**src/rtl/hex_sample_rx.sv**
```systemverilog
// UART hex-line sample receiver: parses fixed-width hex lines into a FIFO, releases one per tick.
// Optional HEX_SAMPLE_RX_LOWERCASE_EN: accept 'a'-'f' as hex digits.
module hex_sample_rx #(
    parameter int DIGITS     = 6,
    parameter int FIFO_DEPTH = 16,
    parameter int SAMPLE_DIV = 1024
) (
    input  logic                          clk,
    input  logic                          rst,
    input  logic                          rvalid,
    output logic                          rready,
    input  logic [7:0]                    rdata,
    output logic [4*DIGITS-1:0]           sample_out,
    output logic                          sample_valid,
    output logic [$clog2(FIFO_DEPTH):0]   fifo_level,
    output logic                          err,
    output logic                          underrun
);

    localparam int W  = 4 * DIGITS;
    localparam int AW = $clog2(FIFO_DEPTH);
    localparam int LW = AW + 1;
    localparam int CW = $clog2(DIGITS + 1);
    localparam int TW = $clog2(SAMPLE_DIV);
    localparam logic [CW-1:0] LAST_CNT = CW'(DIGITS - 1);
    localparam logic [TW-1:0] LAST_TICK = TW'(SAMPLE_DIV - 1);
    localparam logic [LW-1:0] FULL_LVL = LW'(FIFO_DEPTH);

    typedef enum logic [1:0] {IDLE, DIGIT, TERM, SKIP} state_t;

    state_t        state_q, state_d;
    logic [W-1:0]  acc_q, acc_d;
    logic [CW-1:0] cnt_q, cnt_d;
    logic          err_q, err_d;
    logic          push_q, push_d;
    logic          rdy_q;

    logic [W-1:0]  mem_q [FIFO_DEPTH];
    logic [AW-1:0] wptr_q, wptr_d, rptr_q, rptr_d;
    logic [LW-1:0] level_q, level_d;
    logic [TW-1:0] tick_q, tick_d;
    logic [W-1:0]  sample_q, sample_d;
    logic          valid_q, valid_d;
    logic          under_q, under_d;

    logic          is_hex, is_eol, fire, full, empty, tick_hit, pop;
    logic [3:0]    hex_val;

    always_comb begin
        is_eol  = (rdata == 8'h0D) || (rdata == 8'h0A);
        is_hex  = 1'b0;
        hex_val = 4'd0;
        if (rdata >= 8'h30 && rdata <= 8'h39) begin
            is_hex  = 1'b1;
            hex_val = rdata[3:0];
        end else if (rdata >= 8'h41 && rdata <= 8'h46) begin
            is_hex  = 1'b1;
            hex_val = rdata[3:0] + 4'd9;
        end
`ifdef HEX_SAMPLE_RX_LOWERCASE_EN
        else if (rdata >= 8'h61 && rdata <= 8'h66) begin
            is_hex  = 1'b1;
            hex_val = rdata[3:0] + 4'd9;
        end
`endif
    end

    assign full   = (level_q == FULL_LVL);
    assign empty  = (level_q == '0);
    // Backpressure only while holding a complete line that has nowhere to go
    assign rready = rdy_q && !(state_q == TERM && full);
    assign fire   = rvalid && rready;

    always_ff @(posedge clk or posedge rst) begin
        if (rst) begin
            state_q <= IDLE;
            acc_q   <= '0;
            cnt_q   <= '0;
            err_q   <= 1'b0;
            push_q  <= 1'b0;
            rdy_q   <= 1'b0;
        end else begin
            state_q <= state_d;
            acc_q   <= acc_d;
            cnt_q   <= cnt_d;
            err_q   <= err_d;
            push_q  <= push_d;
            rdy_q   <= 1'b1;
        end
    end

    always_comb begin
        state_d = state_q;
        if (fire) begin
            unique case (state_q)
                IDLE: begin
                    if (is_hex)       state_d = (DIGITS == 1) ? TERM : DIGIT;
                    else if (!is_eol) state_d = SKIP;
                end
                DIGIT: begin
                    if (is_hex) begin
                        if (cnt_q == LAST_CNT) state_d = TERM;
                    end else if (is_eol) begin
                        state_d = IDLE;
                    end else begin
                        state_d = SKIP;
                    end
                end
                TERM:    state_d = is_eol ? IDLE : SKIP;
                SKIP:    if (is_eol) state_d = IDLE;
                default: state_d = IDLE;
            endcase
        end
    end

    always_comb begin
        acc_d  = acc_q;
        cnt_d  = cnt_q;
        err_d  = 1'b0;
        push_d = 1'b0;
        if (fire) begin
            unique case (state_q)
                IDLE: begin
                    if (is_hex) begin
                        acc_d = W'(hex_val);
                        cnt_d = CW'(1);
                    end else if (!is_eol) begin
                        err_d = 1'b1;
                        acc_d = '0;
                        cnt_d = '0;
                    end
                end
                DIGIT: begin
                    if (is_hex) begin
                        acc_d = (acc_q << 4) | W'(hex_val);
                        cnt_d = cnt_q + CW'(1);
                    end else begin
                        err_d = 1'b1;
                        acc_d = '0;
                        cnt_d = '0;
                    end
                end
                TERM: begin
                    cnt_d = '0;
                    if (is_eol) begin
                        push_d = 1'b1;
                    end else begin
                        err_d = 1'b1;
                        acc_d = '0;
                    end
                end
                SKIP:    err_d = is_eol;
                default: ;
            endcase
        end
    end

    // Push lands one cycle after the terminator, while acc_q still holds the line
    always_ff @(posedge clk) begin
        if (push_q) mem_q[wptr_q] <= acc_q;
    end

    always_comb begin
        tick_hit = (tick_q == LAST_TICK);
        tick_d   = tick_hit ? '0 : tick_q + TW'(1);
        pop      = tick_hit && !empty;
        wptr_d   = wptr_q + AW'(push_q);
        rptr_d   = rptr_q + AW'(pop);
        level_d  = level_q + LW'(push_q) - LW'(pop);
        sample_d = pop ? mem_q[rptr_q] : sample_q;
        valid_d  = pop;
        if (tick_hit && empty) under_d = 1'b1;
        else if (push_q)       under_d = 1'b0;
        else                   under_d = under_q;
    end

    always_ff @(posedge clk or posedge rst) begin
        if (rst) begin
            wptr_q   <= '0;
            rptr_q   <= '0;
            level_q  <= '0;
            tick_q   <= '0;
            sample_q <= '0;
            valid_q  <= 1'b0;
            under_q  <= 1'b0;
        end else begin
            wptr_q   <= wptr_d;
            rptr_q   <= rptr_d;
            level_q  <= level_d;
            tick_q   <= tick_d;
            sample_q <= sample_d;
            valid_q  <= valid_d;
            under_q  <= under_d;
        end
    end

    assign sample_out   = sample_q;
    assign sample_valid = valid_q;
    assign fifo_level   = level_q;
    assign err          = err_q;
    assign underrun     = under_q;

endmodule

```
**config.mk**
```make
export PLATFORM = sky130hd
export DESIGN_NAME = hex_sample_rx
export DESIGN_NICKNAME = d
export VERILOG_FILES = /design/src/rtl/hex_sample_rx.sv
export SDC_FILE = /design/constraint.sdc
export NUM_CORES = 1
export LEC_CHECK = 0
export BUFFER_PORTS_ARGS = -buffer_cell sky130_fd_sc_hd__buf_4
export CORE_MARGIN = 8
export CORE_UTILIZATION = 50
export CTS_CLUSTER_DIAMETER = 80
export DETAILED_ROUTE_END_ITERATION = 10
export PLACE_DENSITY = 0.68
export SLEW_MARGIN = 15
export SYNTH_ARGS = -nofsm -noshare
export SYNTH_HDL_FRONTEND = slang
export SYNTH_SLANG_ARGS = --single-unit
```
**constraint.sdc**
```tcl
create_clock -name clk -period 7.7 [get_ports clk]
set_clock_uncertainty 0.05 [all_clocks]
set_input_delay 0.77 -clock clk [delete_from_list [all_inputs] [get_ports clk]]
set_output_delay 0.77 -clock clk [all_outputs]
set_load 0.03 [all_outputs]
```
==> metrics.cfg <==
[placement]
gp_congestion=0.7551
numPortBuffers=43
pre_cts_ws_ns=4.232
placed_area_sq_um=19110
dp_hpwl_mm=19.32

[synth]
synth_top_area_share_pct=63.44
syn_area_sq_um=18170
netlist_top_cells_area=edfxtp_1 63%, mux4_2 12%, dfrtp_1 11%
yosysTopAreaCell=edfxtp_1
synth_async_sr_flop_share_pct=17.42
synth_xor_area_share_pct=0.8674
synthCells=899
yosys.area_share.simple_pct=2.960
syn_area_per_cell_sq_um=20.22
synthFlopType=edfxtp_1
synth_edf_count=384
yosys_register_bits=465
synth.distinct_cells=55
syn-num-nets=933
synth_top_family_by_area=multiplexers
yosysWarnings=0
synth.yosys.seq_area_share_pct=74.60
synth_compound_area_share_pct=3.504
synthMuxAreaShare_pct=14.89
yosys.area_share.adder_pct=1.625

[cts]
cts-hold-fix-buffers=0
post_cts_buffers=0
clock_latency_ns=0.55
root_buffer=clkbuf_16
clkSinkCount=465
post_cts_resized=0
htreeDepth=2
clockBufferDepth=3
cts_buffers=46
clk_pin_slew_ns=0.06
cts_tree=built

[critical_path]
crit_chain=buf_4, mux4_2, mux2i_1, o221ai_1
max_stage_delay_ns=1.09
slowest_stage=dfrtp_4
critPathRequiredTime_ns=8.06
path_buf_inv=1
crit_path_max_fanout=50
critical_path_class=register to register
worst_setup_path_start_kind=register
crit_path_end_kind=register
arrival_ns=3.60
crit_family=flip-flops

[floorplanning]
core_area_sq_um=36170
die_area_sq_um=42710
ios=44
die_h_microns=206.7
row_count=70
initial_core_util_pct=50.25
fp.dieW_microns=206.7

[layout]
drive_gt1_share_pct=25.82
area_growth_pct=14.09
antenna_cells=0
fin_area_sq_um=20730
fin_nets=1000
final_common_cell=edfxtp_1
final_cell_mix=384 x edfxtp_1, 96 x mux4_2, 78 x dfrtp_1

[sta]
slew-limit-headroom_pct=21.14
finalHoldViolCount=0
fin_ws_ns=4.455
tightest_slew_ns=1.180
drv_slew=0
max_freq_ghz=0.3082
period_share_pct=42.14
setup_tns_ns=0
period_needed_ns=3.245
rsz0062_at_grt=false
setup_viol=0

[power]
vdd_ir_drop_max_uv=199.1
power_density_nw_per_um2=252.3
p_leak_nw=7.252

[flow_run]
drv_cap=0

[drt]
routed_wl_mm=38.17
drc=0
final_antenna_net_count=0
wire_per_inst_microns=25.95
drt_iter0_drc=524
dr.pass1.iters=6
via_per_inst=5.942
num_vias=8740

[grt]
grt_start_max_net_pins=53
grt_antenna_before_repair=0
grt_pass1_wl_mm=58.04
overflow=0
track_usage_pct=18.52
grt_pass1_vias=9257

[run_status]
status=finished clean

[min_path]
hold_path_class=input port to async pin

[worst register-to-register path: stages (launching register included)]
cell	delay, ns
dfrtp_4	1.09
buf_4	0.95
mux4_2	0.65
mux2i_1	0.21
o221ai_1	0.15
[through the flow]
stage          power, mW  std cells  hold WS [ns]  utilization [%]
3_3_place_gp       2.996       1383        0.4152            52.83
4_1_cts            5.259       1468        0.1602            57.16
5_1_grt            5.389       1471        0.1846            57.32
6_report           5.231       1471        0.1600            57.32
2_1_floorplan      2.939        899        0.3979                -
3_5_place_dp       2.999       1383        0.4297            52.83
[area by class of cell]
| cell class | count | area, sq um |
|---|---|---|
| fill | 2649 | 15440 |
| sequential | 465 | 13570 |
| multi-input combinational | 374 | 4459 |
| clock buffer | 72 | 1401 |
| tap | 468 | 585.6 |
| timing repair buffer | 60 | 479.2 |
| clock inverter | 13 | 166.4 |
| inverter | 19 | 73.82 |
[layer usage]
metal | track usage, % | wire length [microns] | part of all wire (%) | vias up
li1 | - | - | - | 3780
met1 | 25.50 | 16590 | 43 | 4632
met2 | 30.77 | 18810 | 49 | 279
met3 | 3.168 | 2187 | 5.7 | 49
met4 | 4.420 | 580 | 1.5 | 0
met5 | 0 | 0 | 0 | -
[report_power, final]
group	switching [mW]	internal (mW)
registers	0.0249	2.72
logic	0.131	0.0773
clock network	0.927	1.36
[registers in the layout (all words and copies together), names as in the netlist, 2 cells and up]
register and cells:
tick_q 10, cnt_q 3, wptr_q 4, fifo_level 5
sample_out 24, mem_q 384, rptr_q 4, state_q 2
acc_q 24
[cell usage after synthesis, types with 3 or more instances]
cell type / instances
buf_1: 6
a31oi_1: 3
nor2_1: 21
a22o_1: 22
o221ai_1: 24
buf_6: 3
dfrtp_1: 81
mux4_2: 96
nand3_1: 9
nand4_1: 3
buf_2: 19
clkbuf_1: 11
a211oi_1: 3
xor2_1: 7
inv_1: 18
nor3_1: 6
mux2i_1: 51
nand2_1: 41
o21ai_0: 5
a21o_1: 4
ha_1: 22
nand2b_1: 9
xnor2_1: 11
mux2_2: 3
edfxtp_1: 384
[cell families (layout without fill, tap and decap cells)]
group	count (synthesis)	count (layout)
adder cells (fa/ha/maj)	23	23
other	1	1
buffers and inverters	60	164
XOR/XNOR	18	18
AND/OR/NAND/NOR	106	106
AO/OA/AOI/OAI	76	76
multiplexers	150	150
flip-flops	465	465
[worst paths after layout]
kind / from / end / slack (ns) / depth (start not counted)
hold / removal: rst / sample_valid / 0.16 / 2
max in group asynchronous: rst / rptr_q[0] / 6.16 / 3
hold reg to reg: rptr_q[3] / rptr_q[3] / 0.44 / 1
min in group clk: rptr_q[3] / rptr_q[3] / 0.44 / 1
setup reg to reg: rptr_q[0] / sample_out[21] / 4.46 / 4
setup / recovery: rptr_q[0] / sample_out[21] / 4.46 / 4
Power figures use the tool's default switching activity.
